**config.mk**
```make
export PLATFORM = sky130hd
export DESIGN_NAME = hdpldadapt_rx_cp_bond_rdctl
export DESIGN_NICKNAME = d
export VERILOG_FILES = /design/src/rtl/hdpldadapt_rx_cp_bond_pkg.sv /design/src/rtl/hdpldadapt_cmn_load_dncntr.sv /design/src/rtl/hdpldadapt_rx_cp_bond_rdctl.sv
export SDC_FILE = /design/constraint.sdc
export NUM_CORES = 1
export LEC_CHECK = 0
export BUFFER_PORTS_ARGS = -buffer_cell sky130_fd_sc_hd__buf_2
export CORE_ASPECT_RATIO = 1.1
export CORE_MARGIN = 2
export CORE_UTILIZATION = 35
export DETAILED_ROUTE_END_ITERATION = 7
export HOLD_SLACK_MARGIN = 0.15
export SLEW_MARGIN = 20
export SYNTH_ARGS = -nofsm -noshare
export SYNTH_HDL_FRONTEND = slang
export SYNTH_SLANG_ARGS = --single-unit
```
**constraint.sdc**
```tcl
create_clock -name rx_rdfifo_clk -period 4.45 [get_ports rx_rdfifo_clk]
set_input_delay 0.6675 -clock rx_rdfifo_clk [delete_from_list [all_inputs] [get_ports rx_rdfifo_clk]]
set_output_delay 0.6675 -clock rx_rdfifo_clk [all_outputs]
set_load 0.1 [all_outputs]
```
**src/rtl/hdpldadapt_rx_cp_bond_pkg.sv**
```systemverilog
// Shared definitions for the RX control-plane bonding read sequencer.
package hdpldadapt_rx_cp_bond_pkg;

    // Default width of the start-delay / alignment-timeout counter
    localparam int BOND_CNTWIDTH = 8;

    // Sequencer states; the encoding is visible on the testbus
    typedef enum logic [2:0] {
        ST_IDLE  = 3'd0,
        ST_DELAY = 3'd1,
        ST_ARM   = 3'd2,
        ST_RUN   = 3'd3,
        ST_ERR   = 3'd4
    } bond_state_e;

endpackage

```
**src/rtl/hdpldadapt_cmn_load_dncntr.sv**
```systemverilog
// Loadable down-counter that saturates at zero (never wraps).
module hdpldadapt_cmn_load_dncntr #(
    parameter int WIDTH = 8
) (
    input  logic             clk,
    input  logic             rst_n,
    input  logic             clr,
    input  logic             load,
    input  logic [WIDTH-1:0] load_val,
    input  logic             dec,
    output logic             is_zero
);

    logic [WIDTH-1:0] count;

    assign is_zero = (count == '0);

    // clear beats load beats decrement; decrement only while non-zero
    always_ff @(posedge clk or negedge rst_n) begin
        if (!rst_n)
            count <= '0;
        else if (clr)
            count <= '0;
        else if (load)
            count <= load_val;
        else if (dec && !is_zero)
            count <= count - WIDTH'(1);
    end

endmodule

```
**src/rtl/hdpldadapt_rx_cp_bond_rdctl.sv**
```systemverilog
// Read-side start-up sequencer for the bonded RX FIFO. Waits a programmed
// delay after write activity, drives the master read-enable into the bonding
// chain, and checks that the compensated enable comes back and stays up.
module hdpldadapt_rx_cp_bond_rdctl
    import hdpldadapt_rx_cp_bond_pkg::*;
#(
    parameter int CNTWIDTH = BOND_CNTWIDTH
) (
    input  logic                rx_rdfifo_clk,
    input  logic                rx_rdfifo_clk_rst_n,
    input  logic                rd_srst_n,
    input  logic                r_bond_en,
    input  logic                r_master_sel,
    input  logic                r_double_read,
    input  logic [CNTWIDTH-1:0] r_rd_delay,
    input  logic [CNTWIDTH-1:0] r_align_timeout,
    input  logic                wr_started,
    input  logic                fifo_empty,
    input  logic                comp_rden_en,
    output logic                master_in_rden,
    output logic                rd_phase,
    output logic                rd_align_done,
    output logic                bond_err,
    output logic [2:0]          bond_state
);

    bond_state_e         state_q, state_nxt;
    logic                cnt_clr, cnt_load, cnt_dec, cnt_zero;
    logic [CNTWIDTH-1:0] cnt_load_val;
    logic                phase_nxt;

    // One counter serves both the start delay and the alignment timeout
    hdpldadapt_cmn_load_dncntr #(.WIDTH(CNTWIDTH)) u_cnt (
        .clk      (rx_rdfifo_clk),
        .rst_n    (rx_rdfifo_clk_rst_n),
        .clr      (cnt_clr | ~rd_srst_n),
        .load     (cnt_load),
        .load_val (cnt_load_val),
        .dec      (cnt_dec),
        .is_zero  (cnt_zero)
    );

    // Next-state and counter control
    always_comb begin
        state_nxt    = state_q;
        cnt_clr      = 1'b0;
        cnt_load     = 1'b0;
        cnt_dec      = 1'b0;
        cnt_load_val = r_rd_delay;
        if (!r_bond_en) begin
            state_nxt = ST_IDLE;
            cnt_clr   = 1'b1;
        end else begin
            case (state_q)
                ST_IDLE: begin
                    cnt_clr = 1'b1;
                    if (wr_started) begin
                        cnt_clr   = 1'b0;
                        cnt_load  = 1'b1;
                        state_nxt = ST_DELAY;
                    end
                end
                ST_DELAY: begin
                    if (!wr_started) begin
                        cnt_clr   = 1'b1;
                        state_nxt = ST_IDLE;
                    end else if (cnt_zero) begin
                        cnt_load     = 1'b1;
                        cnt_load_val = r_align_timeout;
                        state_nxt    = ST_ARM;
                    end else begin
                        cnt_dec = 1'b1;
                    end
                end
                ST_ARM: begin
                    // alignment arriving on the last timeout cycle still counts
                    if (comp_rden_en)
                        state_nxt = ST_RUN;
                    else if (cnt_zero)
                        state_nxt = ST_ERR;
                    else
                        cnt_dec = 1'b1;
                end
                ST_RUN: begin
                    // underflow, or the chain losing its enable, is fatal
                    if (!comp_rden_en || fifo_empty)
                        state_nxt = ST_ERR;
                end
                ST_ERR:  state_nxt = ST_ERR;
                default: state_nxt = ST_IDLE;
            endcase
        end
    end

    // Phase toggles only while staying in RUN with the enable present
    always_comb begin
        phase_nxt = 1'b0;
        if (state_q == ST_RUN && state_nxt == ST_RUN && r_double_read)
            phase_nxt = ~rd_phase;
    end

    // State and registered outputs, all derived from the next state
    always_ff @(posedge rx_rdfifo_clk or negedge rx_rdfifo_clk_rst_n) begin
        if (!rx_rdfifo_clk_rst_n) begin
            state_q        <= ST_IDLE;
            master_in_rden <= 1'b0;
            rd_align_done  <= 1'b0;
            rd_phase       <= 1'b0;
            bond_err       <= 1'b0;
        end else if (!rd_srst_n) begin
            state_q        <= ST_IDLE;
            master_in_rden <= 1'b0;
            rd_align_done  <= 1'b0;
            rd_phase       <= 1'b0;
            bond_err       <= 1'b0;
        end else begin
            state_q        <= state_nxt;
            master_in_rden <= r_master_sel &&
                              (state_nxt == ST_ARM || state_nxt == ST_RUN);
            rd_align_done  <= (state_nxt == ST_RUN);
            rd_phase       <= phase_nxt;
            bond_err       <= bond_err | (state_nxt == ST_ERR);
        end
    end

    assign bond_state = state_q;

endmodule

```
# Yosys cells after proc, flatten, opt, wreduce, memory -nomap -nowiden
# Cells that the tools add are included.
[op_classes]
addsub = 1
eq_ne = 7
n_mux = 34
bitwise = 4
n_reduce_logical = 12
[op_table]
columns = ["cell", "count"]
rows = [
  ["2-to-1 mux 8 bit", 7],
  ["2-to-1 mux 3 bit", 8],
  ["2-to-1 mux 1 bit", 16],
  ["case mux 3 bit (5 select lines)", 1],
  ["equality test 3 x 2 -> 1 bit (second input constant)", 4],
  ["logical NOT 8 bit", 1],
  ["subtractor 8 x 1 -> 8 bit (second input constant)", 1],
  ["equality test 3 bit (second input constant)", 2],
  ["logical AND 1 bit", 4],
  ["case mux 1 bit (2 select lines)", 2],
  ["equality test 3 x 1 -> 1 bit (second input constant)", 1],
  ["logical NOT 3 bit", 1],
  ["nonzero test 3 bit", 1],
  ["logical NOT 1 bit", 2],
  ["logical OR 1 bit", 2],
  ["inverter 1 bit", 2],
  ["bitwise OR 1 bit", 2],
  ["OR reduction 2 bit", 1],
]
[totals]
regBits = 15
output_inout_bits = 7
word_cells = 64

# Logic depth before layout (Yosys ltp)
# Gate-level depths: netlist (run 1).
[depth]
word_depth = 10
depth_mapped = 9

# Hierarchy
# Synthesis (run 1) repeated with hierarchy kept, for this count alone.
[unflattened]
cells_unflattened = 117
area_unflattened_um2 = 1104.8
[by_module_without_submodules]
columns = ["module", "instances", "cells_each", "area_per_inst_um2"]
rows = [
  ["hdpldadapt_cmn_load_dncntr", 1, 61, 555.5],
  ["hdpldadapt_rx_cp_bond_rdctl", 1, 56, 549.3],
]

# Least setup slack after synthesis (run 1)
# Ideal clock, no wire load.
[synth_timing]
path_type = "reg-to-reg"
from = "reg state_q[1], in the netlist bond_state[1]"
to = "reg u_cnt.count[1]"
arrival_time_ns = 2.441
required_ns = 4.329
slack_ns = 1.888
stages_incl_launch_ff = 8
path_buffers = 2
synth_period_minus_slack_ns = 2.562
cell_sequence = "dfrtp_1 buf_2 or3b_1 a21oi_1 nand2_1 and3_4 buf_6 a22o_1"
[synth_between]
elab_chain_len = 6
[synth_lines]
columns = ["item", "line_no", "rtl"]
rows = [
  ["from (decl)", "hdpldadapt_rx_cp_bond_rdctl.sv:27", "bond_state_e state_q, state_nxt;"],
  ["from (signal assigned)", "hdpldadapt_rx_cp_bond_rdctl.sv:117", "state_q <= state_nxt;"],
  ["equality test 3 x 1 -> 1 bit or logical NOT 3 bit (tied branches)", "hdpldadapt_rx_cp_bond_rdctl.sv:54", "case (state_q)"],
  ["OR reduction 2 bit (no line)", "-", ""],
  ["2-to-1 mux 1 bit", "-", ""],
  ["2-to-1 mux 1 bit", "hdpldadapt_rx_cp_bond_rdctl.sv:50", "if (!r_bond_en) begin"],
  ["bitwise OR 1 bit", "hdpldadapt_rx_cp_bond_rdctl.sv:36", ".clr (cnt_clr | ~rd_srst_n),"],
  ["nonzero test 3 bit (no line) or 2-to-1 mux 8 bit (tied branches)", "-", ""],
  ["to (signal assigned)", "hdpldadapt_cmn_load_dncntr.sv:25", "count <= load_val;"],
  ["to (signal assigned)", "hdpldadapt_cmn_load_dncntr.sv:27", "count <= count - WIDTH'(1);"],
  ["to (decl)", "hdpldadapt_cmn_load_dncntr.sv:14", "logic [WIDTH-1:0] count;"],
]
# Parallel ways exist; a longest one is shown, timed or not.
# A chain may end at the register's enable or synchronous reset.

# Worst setup path in the final report (run 1)
[layout_timing]
from = "reg u_cnt.count[1]"
to = "reg u_cnt.count[1]"
[layout_between]
elab_chain_len = 7
[layout_lines]
columns = ["item", "line_no", "rtl"]
rows = [
  ["logical NOT 8 bit", "hdpldadapt_cmn_load_dncntr.sv:16", "assign is_zero = (count == '0);"],
  ["2-to-1 mux 1 bit (tied with other cells)", "hdpldadapt_rx_cp_bond_rdctl.sv:67", "end else if (cnt_zero) begin"],
  ["2-to-1 mux 1 bit (tied with other cells)", "hdpldadapt_rx_cp_bond_rdctl.sv:64", "if (!wr_started) begin"],
  ["case mux 1 bit (2 select lines) or 2-to-1 mux 8 bit (tied branches)", "hdpldadapt_rx_cp_bond_rdctl.sv:54", ""],
  ["2-to-1 mux 1 bit or 2-to-1 mux 8 bit (tied branches)", "hdpldadapt_rx_cp_bond_rdctl.sv:50", ""],
  ["2-to-1 mux 8 bit or logical AND 1 bit (tied branches)", "hdpldadapt_cmn_load_dncntr.sv:24, hdpldadapt_cmn_load_dncntr.sv:26", ""],
  ["2-to-1 mux 8 bit or nonzero test 3 bit (tied branches)", "-", ""],
]
# Parallel ways exist; a longest one is shown, timed or not. The select of a mux whose other input is x is not followed.

==> results.md, run 1 <==
- Vias in the first global route: 1015
- Yosys reg bits: 15
- Largest net degree at the start of global routing: 16
- Min cycle time layout: 2180 ps
- Clock latency at the later pin of the worst-skew pair: slightly below 300 ps
- Fill cells: 283
- Worst-margin pin slew: between 500 and 600 ps
- Postcts setup bufs: 0
- Syn Inst Count: 110
- Max Clock Skew: just under 4 ps
- GRT Util Overall: 17.5%
- HPWL Detailed: around 2000 um
- Syn Std Cell Area: 1020 sq um
- Post-synth cell types: 46
- Post-route ant nets: 0
- Hold Crit Class: in -> async
- Async SR Flop Fraction: 100%
- Starting Density: ~37%
- CP max FO: 10
- Run status: complete, no violations
- Rows: 20
- Largest family of logic cells by synthesized area: simple AND/OR/NAND/NOR gates
- Adder-Cell Fraction of Synth Area: 2.45%
- CTS Sinks: 15
- P per Cell Area: 229 nW/um^2
- Area of the multi-input gates: approximately 580 sq um
- WP data required: ~4600 ps
- Area Overhead vs Synth: 18.4%
- Initial drt markers: 29
- Worst setup SP type: flip-flop
- Final GP Congestion: between 0.8 and 0.9
- Worst vdd ir: 0.000142 V
- Post-synthesis simple-gate area fraction: a little over a quarter
- Fin. Hold Viols: 0
- Syn_nets: 137
- Total congestion overflow: 0
- Core Region: 2780 sq um
- Synth area leader: dfrtp_1
- Antenna violations before repair: 0
- Slowest CP cell: dfrtp_1
- Clock transition at path regs: 100 ps
- CTS H-tree lvls: 1
- Slew headroom: between 60% and 70%
- TNS Setup: 0 ps
- Share of layout cells above drive strength 1: 32.9%
- Period utilization: 49.1%
- Final core utilization: a little over two fifths
- Synth area leaders: dfrtp_1, o221ai_1, nand2_1, inv_1, nor2_1
- Die H: 60.6 um
- Vias post-DR: 988
- Routed wire length per instance: approximately 15 um
- YS warnings: 0
- Antenna cells: 0
- Wirelength, routed: 2550 um
- Synth top area share: around 37%
- Max Transition Viols Final: 0
- Compound-Gate Fraction of Synth Area: 25.9%
- CP max stage delay: 440 ps
- CP Cell Sequence: inv_1 > ha_1 > nor4b_4 > nand2_2 > a211o_1 > and3_4 > a22o_1
- Endpoints failing setup: 0
- Synth Area per Inst: just over 9 sq um
- Peak Freq: 458 MHz
- RSZ-0062 raised after global routing: no
- IO Port Bufs: 31
- CTS Hold Bufs: 0
- EDFF count, synth: 0
- Most used DFF post-synth: dfrtp_1
- TritonCTS clock tree: built
- Worst Path Arrival: 2370 ps
- DIE AREA: 3370 sq um
- Register area share after synthesis: around 37%
- Multiplexer share of the synthesized area: 0%
- Vias per cell: roughly 5.7
- Max_cap viols: 0
- Overall Power: ~0.28 mW
- Leakage power: 0.594 nW
- Crit. End Element: flip-flop
- DIE WIDTH: 55.5 um
- Num CTS Buffers: 3
- Root Driver: clkbuf_4
- DRC viols: 0
- WS Path Type: reg -> reg
- Register area: 375 sq um
- DR pass1 iterations: 4
- First-pass GRT wire length: 4600 um
- Final nets: 168
- Clock Tree Buf Depth: 2
- I/O Pins: 32
- Gates resized, CTS repair: 0
- XOR/XNOR share of the synthesized area: 1.72%
## flip-flops by register name, summed over array words and instances (netlist names)
register	cells
master_in_rden	1
rd_align_done	1
rd_phase	1
u_cnt.count	8
bond_state	3
bond_err	1
## worst max-delay path, delay by kind of cell (launching register included)
kind | cells | cell delay, ps
AOI/OAI and AO/OA | 2 | 660
adders and majority gates | 1 | 170
buffers and inverters | 1 | 110
DFF | 1 | 440
and+or+nand+nor | 3 | 700
## cell type report
class                      instances  share of cell area [%]
timing repair buffer              31                    12.8
clock inverter                     1                   0.414
multi-input combinational         83                    48.2
clock buffer                       3                    1.86
tap                               33                    3.42
sequential                        15                    31.1
inverter                           7                    2.17
## Yosys cell counts, drive strengths merged, types with 2 or more instances
| master | n |
|---|---|
| a21o | 3 |
| a21oi | 5 |
| a22o | 2 |
| a31oi | 4 |
| and3 | 2 |
| buf | 4 |
| dfrtp | 15 |
| ha | 2 |
| inv | 7 |
| nand2 | 9 |
| nand2b | 4 |
| nand3 | 2 |
| nand3b | 2 |
| nand4 | 3 |
| nand4b | 2 |
| nor2 | 7 |
| nor3 | 3 |
| nor3b | 3 |
| o21a | 2 |
| o21ai | 3 |
| o221ai | 5 |
| o31ai | 2 |
## cells by family (layout without fill, tap and decap cells)
| logic type | after synthesis | in the layout |
|---|---|---|
| xor gates and xnor gates | 2 | 2 |
| AOI/OAI and AO/OA | 35 | 35 |
| adders and majority gates | 2 | 2 |
| buffers and inverters | 12 | 42 |
| and+or+nand+nor | 44 | 44 |
| DFF | 15 | 15 |
## final timing paths
kind,start,endpoint,slack (ps),cells past startpoint
setup / recovery,u_cnt.count[1]$_DFFE_PN0P_,u_cnt.count[1]$_DFFE_PN0P_,2270,7
hold / removal,rx_rdfifo_clk_rst_n,u_cnt.count[7]$_DFFE_PN0P_,270,1
setup reg to reg,u_cnt.count[1]$_DFFE_PN0P_,u_cnt.count[1]$_DFFE_PN0P_,2270,7
hold reg to reg,bond_err$_DFF_PN0_,bond_err$_DFF_PN0_,490,1
max in group asynchronous,rx_rdfifo_clk_rst_n,bond_state[0]$_DFF_PN0_,3920,1
min in group rx_rdfifo_clk,bond_err$_DFF_PN0_,bond_err$_DFF_PN0_,490,1
## stage by stage
step	setup slack [ps]	hold WS (ps)	instance area, sq um	instances
4_1_cts	2280	286	1210	173
6_report	2270	269	1210	173
3_3_place_gp	2210	475	1180	169
2_1_floorplan	1890	372	1020	110
5_1_grt	2070	297	1210	173
3_5_place_dp	2200	475	1180	169
## layout by cell type, fill, tap and decap left out, drive strengths merged, types with 2 or more instances in the layout
cell,netlist,routed
a21o,3,3
a21oi,5,5
a22o,2,2
a31oi,4,4
and3,2,2
buf,4,31
clkbuf,1,3
dfrtp,15,15
ha,2,2
inv,7,7
nand2,9,9
nand2b,4,4
nand3,2,2
nand3b,2,2
nand4,3,3
nand4b,2,2
nor2,7,7
nor3,3,3
nor3b,3,3
o21a,2,2
o21ai,3,3
o221ai,5,5
o31ai,2,2
## where the power goes
part           total (mW)  internal (mW)  switching (mW)
sequential          0.142          0.138         0.00386
combinational      0.0524         0.0214          0.0310
clock              0.0819         0.0334          0.0485
## per-layer routing
metal / vias to the layer above / track usage [%] / part of all wire [%]
met3: 5 / 2.35 / 5.5
li1: 480 / - / -
met5: - / 0 / 0
met4: 0 / 5.23 / 1.2
met1: 468 / 21.6 / 45
met2: 35 / 32.3 / 48
Power figures use the tool's default switching activity.
==> run 2: changes to the inputs <==
clock period = 1.9 ns   (was 4.45 ns; I/O delays follow)
==> run 2 against run 1 <==
Non-clock buffer count rose by 15. Worst setup slack worse by 2200 ps. Cell count up 8.7%. Via count rose by 7.8%. Clock skew rose by 3.3 ps. Utilization up 8.2 points. Sequential share of layout area down 4.3 points. Fmax up 18%. Wire length rose by 13%. Global-route usage rose by 0.68 points. Largest cell class unchanged. Largest power group unchanged.
==> results.md, run 2 (synthesized netlist as in run 1, its figures left out) <==
- CTS H-tree lvls: 1 (unchanged)
- Worst setup SP type: flip-flop
- Area Overhead vs Synth: 40.7%
- Slowest CP cell: dfrtp_1
- Worst-margin pin slew: 558 ps (+17.2 ps)
- R2R Setup Slk: 50 ps (-2210 ps)
- GRT Util Overall: 18.2% (+0.68 points)
- Critical Path Source: u_cnt.count[1]$_DFFE_PN0P_
- Crit. End Element: flip-flop
- Share of layout cells above drive strength 1: 49.7% (+17 points)
- Most crowded layer after global routing: met2
- P per Cell Area: 476 nW/um^2 (+110%)
- Starting Density: 36.8% (unchanged)
- Worst vdd ir: 0.000268 V (+89%)
- Worst path bufs/invs: 1 (unchanged)
- CP max FO: 6 (-4)
- Clock latency at the later pin of the worst-skew pair: 280 ps (about the same)
- Post-route ant nets: 0 (unchanged)
- Initial drt markers: 39 (+34%)
- TritonCTS clock tree: built
- CP Cell Sequence: inv_2 > ha_4 > nor4b_4 > nand2_2 > a211o_4 > and3_4 > a21o_2
- Hold Crit Class: in -> reg
- Peak Freq: 541 MHz (+18%)
- Most frequent cells in the layout: buf_2, buf_4, dfrtp_1
- Rows: 20 (unchanged)
- Max reg flops: 8 (unchanged)
- Largest Register: u_cnt.count
- Met1 GRT Util: 22.5% (+0.91 points)
- Final GP Congestion: 0.851 (-1.2%)
- CTS Sinks: 15 (unchanged)
- DRC viols: 0 (unchanged)
- DIE AREA: 3370 sq um (unchanged)
- CP delay by family, top: compound AO/OA/AOI/OAI gates
- Wirelength, routed: 2890 um (+13%)
- Min cycle time layout: 1850 ps (-336 ps)
- Period utilization: 97.2% (+48 points)
- Vias per cell: 5.66 (-0.81%)
- Leakage power: 0.673 nW (+13%)
- Worst hold slack: 247 ps (-22.4 ps)
- Final nets: 183 (+8.9%)
- Most common cell after layout, fill and taps aside: buf_2
- RSZ-0062 raised after global routing: yes
- Fill cells: 277 (-2.1%)
- Num CTS Buffers: 3 (unchanged)
- Vias in the first global route: 1056 (+4.0%)
- Antenna violations before repair: 0 (unchanged)
- RR Startpoint: u_cnt.count[1]$_DFFE_PN0P_
- Largest net degree at the start of global routing: 16 (unchanged)
- Max Clock Skew: 7.22 ps (+3.29 ps)
- Slew headroom: 62.5% (-1.2 points)
- Clock Tree Buf Depth: 2 (unchanged)
- Fin. Hold Viols: 0 (unchanged)
- Die H: 60.6 um (unchanged)
- Vias post-DR: 1065 (+7.8%)
- Clock transition at path regs: 90 ps (about the same)
- Total congestion overflow: 0 (unchanged)
- Met2 Use GR: 32.3% (unchanged)
- DIE WIDTH: 55.5 um (unchanged)
- HPWL Detailed: 2130 um (+8.8%)
- Met3 usage: 2.99% (+0.64 points)
- Max Transition Viols Final: 0 (unchanged)
- DP Worst Slack: 64.7 ps (-2140 ps)
- Final core utilization: 51.7% (+8.2 points)
- Max_cap viols: 0 (unchanged)
- I/O Pins: 32 (unchanged)
- Run status: complete, no violations
- CP max stage delay: 400 ps (-40 ps)
- Worst Path Arrival: 2020 ps (-350 ps)
- Core Region: 2780 sq um (unchanged)
- Endpoints failing setup: 0 (unchanged)
- Antenna cells: 0 (unchanged)
- First-pass GRT wire length: 4810 um (+4.7%)
- Routed wire length per instance: 15.4 um (+4.1%)
- DR pass1 iterations: 4 (unchanged)
- WS Path Type: reg -> reg
- Post-route worst setup slack: 53.2 ps (-2210 ps)
- HP Start: rd_srst_n
- WP data required: 2070 ps (-2570 ps)
- IO Port Bufs: 31 (unchanged)
- Root Driver: clkbuf_4
-- run 2: final cells by class --
cell class / instances / area, sq um / share of cell area [%]
multi-input combinational: 83 / 684 / 47.6
inverter: 7 / 26.3 / 1.83
sequential: 15 / 384 / 26.7
tap: 33 / 41.3 / 2.87
timing repair buffer: 46 / 274 / 19.1
clock buffer: 4 / 26.3 / 1.83
-- run 2: timing repair --
action / CTS / global route
setup buffers: 0 / 3
endpoints found under the setup margin: 0 / 9
resized for setup: 0 / 14
hold buffers: 1 / 0
hold endpoints to repair: 15 / 0
-- run 2: worst reg2reg max path: stages (launching register included) --
cell and delay (ps):
dfrtp_1 400, inv_2 90, ha_4 140, nor4b_4 250, nand2_2 100, a211o_4 370
and3_4 190, a21o_2 210
-- run 2: per-stage QoR --
step	setup TNS, ps	instance area, sq um	power (mW)	std cells
4_1_cts	0	1330	0.673	185
3_5_place_dp	0	1300	0.487	180
2_1_floorplan	-729	1070	0.422	110
3_3_place_gp	0	1300	0.484	180
6_report	0	1440	0.684	188
5_1_grt	-71.6	1440	0.727	188
-- run 2: final timing paths --
| kind | end | depth (start not counted) |
|---|---|---|
| setup reg to reg | u_cnt.count[4]$_DFFE_PN0P_ | 7 |
| hold reg to reg | bond_err$_DFF_PN0_ | 1 |
| setup / recovery | u_cnt.count[4]$_DFFE_PN0P_ | 7 |
| max in group asynchronous | bond_state[0]$_DFF_PN0_ | 2 |
| min in group asynchronous | u_cnt.count[1]$_DFFE_PN0P_ | 2 |
| hold / removal | bond_err$_DFF_PN0_ | 2 |
-- run 2: report_power, final --
part	internal [mW]	switching [mW]	total, mW	leakage (nW)
clock	0.0813	0.101	0.183	0.0150
sequential	0.325	0.00669	0.331	0.203
combinational	0.0773	0.0932	0.171	0.456
-- run 2: metal layers --
layer  vias to the layer above  share of wire [%]
met1                       511                 41
li1                        512                  -
met4                         0                1.4
met3                         4                5.2
met2                        38                 53
met5                         -                  0
==> run 3: changes to the inputs <==
RECOVER_POWER = 100   (was not set)
==> run 3 against run 2 <==
Count of clock-buffer cells in the layout is the same. Design area is essentially flat. Hold slack is essentially flat. Critical path type unchanged. Clock skew is essentially flat. Fmax is essentially flat. Flip-flop and latch count is the same.
==> results.md, run 3 (synthesized netlist as in run 1, its figures left out) <==
- Hold Crit Class: in -> reg
- Largest net degree at the start of global routing: 16 (unchanged)
- CTS Sinks: 15 (unchanged)
- Run status: complete, no violations
- Vias per cell: 5.66 (unchanged)
- Worst hold slack: 247 ps (-0.0140 ps)
- Total congestion overflow: 0 (unchanged)
- DR pass1 iterations: 4 (unchanged)
- Slowest CP cell: dfrtp_1
- Most common cell after layout, fill and taps aside: buf_2
- Met1 GRT Util: 22.5% (unchanged)
- Starting Density: 36.8% (unchanged)
- Share of layout cells above drive strength 1: 49.0% (-0.65 points)
- Worst vdd ir: 0.000268 V (about the same)
- Clock latency at the later pin of the worst-skew pair: 280 ps (about the same)
- Min cycle time layout: 1850 ps (-0.0698 ps)
- Final GP Congestion: 0.851 (unchanged)
- Final core utilization: 51.7% (about the same)
- Max reg flops: 8 (unchanged)
- Register area: 384 sq um (unchanged)
- Slew headroom: 42.5% (-20 points)
- Post-route ant nets: 0 (unchanged)
- Clock Tree Buf Depth: 2 (unchanged)
- I/O Pins: 32 (unchanged)
- CP max FO: 6 (unchanged)
- Worst path bufs/invs: 1 (unchanged)
- RSZ-0062 raised after global routing: yes
- HPWL Detailed: 2130 um (unchanged)
- Initial drt markers: 39 (unchanged)
- HP Start: rd_srst_n
- Core Region: 2780 sq um (unchanged)
- Worst-margin pin slew: 863 ps (+305 ps)
- Non-Filler Instances: 188 (unchanged)
- Root Driver: clkbuf_4
- Most crowded layer after global routing: met2
- Fill cells: 275 (-0.72%)
- WP data required: 2070 ps (about the same)
- IO Port Bufs: 31 (unchanged)
- Routed wire length per instance: 15.3 um (-0.10%)
- Max Clock Skew: 7.20 ps (-0.0153 ps)
- DRC viols: 0 (unchanged)
- Max Transition Viols Final: 0 (unchanged)
- CTS H-tree lvls: 1 (unchanged)
- Max_cap viols: 0 (unchanged)
- Num CTS Buffers: 3 (unchanged)
- Most frequent cells in the layout: buf_2, buf_4, dfrtp_1
- RR Startpoint: u_cnt.count[1]$_DFFE_PN0P_
- P per Cell Area: 477 nW/um^2 (about the same)
- Rows: 20 (unchanged)
- CP max stage delay: 400 ps (about the same)
- DIE AREA: 3370 sq um (unchanged)
- CP delay by family, top: compound AO/OA/AOI/OAI gates
- Area Overhead vs Synth: 40.6% (about the same)
- DIE WIDTH: 55.5 um (unchanged)
- Post-Place Cells: 180 (unchanged)
- Area of the multi-input gates: 684 sq um (unchanged)
- Peak Freq: 541 MHz (about the same)
- Largest Register: u_cnt.count
- WS Path Type: reg -> reg
- Wirelength, routed: 2880 um (-0.10%)
- Fin. Hold Viols: 0 (unchanged)
- Die H: 60.6 um (unchanged)
- Met2 Use GR: 32.3% (unchanged)
- Met3 usage: 2.99% (unchanged)
- Vias in the first global route: 1056 (unchanged)
- Critical Path Source: u_cnt.count[1]$_DFFE_PN0P_
- GRT Util Overall: 18.2% (unchanged)
- Antenna violations before repair: 0 (unchanged)
- Antenna cells: 0 (unchanged)
- TritonCTS clock tree: built
- First-pass GRT wire length: 4810 um (unchanged)
- CP Cell Sequence: inv_2 > ha_4 > nor4b_4 > nand2_2 > a211o_4 > and3_4 > a21o_2
- Worst Path Arrival: 2020 ps (about the same)
- Crit. End Element: flip-flop
- Worst setup SP type: flip-flop
- Final nets: 183 (unchanged)
- Leakage power: 0.666 nW (-1.1%)
- Period utilization: 97.2% (about the same)
- Vias post-DR: 1065 (unchanged)
- Clock transition at path regs: 90 ps (about the same)
- Endpoints failing setup: 0 (unchanged)
- Overall Power: 0.684 mW (about the same)
run 3: layout make-up:
type                    count  area share, %
flip-flops and latches     15           26.8
repair buffers             46           19.0
multi-input cells          83           47.7
well taps                  33           2.88
clock buffers               4           1.83
inverters                   7           1.83
run 3: report_power, final:
group	switching [mW]	internal (mW)	total, mW
logic	0.0932	0.0770	0.170
registers	0.00671	0.325	0.331
clock network	0.101	0.0813	0.183
total	0.201	0.483	0.684
run 3: metrics by stage:
step | TNS (ps) | cell area, sq um | setup WS (ps)
after floorplan | -729 | 1070 | -137
after global placement | 0 | 1300 | 124
after detailed placement | 0 | 1300 | 64.7
after CTS | 0 | 1330 | 24.1
after global routing | -71.6 | 1440 | -25.9
final | 0 | 1440 | 53.2
run 3: worst reg2reg max path, cell delays in order (launching register included):
cell	delay, ps
dfrtp_1	400
inv_2	90
ha_4	140
nor4b_4	250
nand2_2	100
a211o_4	370
and3_4	190
a21o_2	210
run 3: routing by layer:
layer | part of all wire, % | wire, um | up-vias
met5 | 0 | 0 | -
met4 | 1.4 | 39 | 0
met3 | 5.0 | 145 | 4
met2 | 53 | 1520 | 38
met1 | 41 | 1180 | 510
li1 | - | - | 513
run 3: path summary, 6_finish.rpt:
check                                        endpoint  slack [ps]  cells after the start
setup reg to reg           u_cnt.count[4]$_DFFE_PN0P_          50                      7
hold reg to reg                    bond_err$_DFF_PN0_         500                      1
max in group asynchronous     bond_state[0]$_DFF_PN0_         640                      2
hold / removal                     bond_err$_DFF_PN0_         250                      2
min in group asynchronous  u_cnt.count[7]$_DFFE_PN0P_         630                      2
setup / recovery           u_cnt.count[4]$_DFFE_PN0P_          50                      7
run 3: what timing repair did:
action	CTS	global route
endpoints found under the setup margin	0	9
endpoints found under the hold margin	15	0
resized for setup	0	14
hold buffers	1	0
setup buffers	0	3
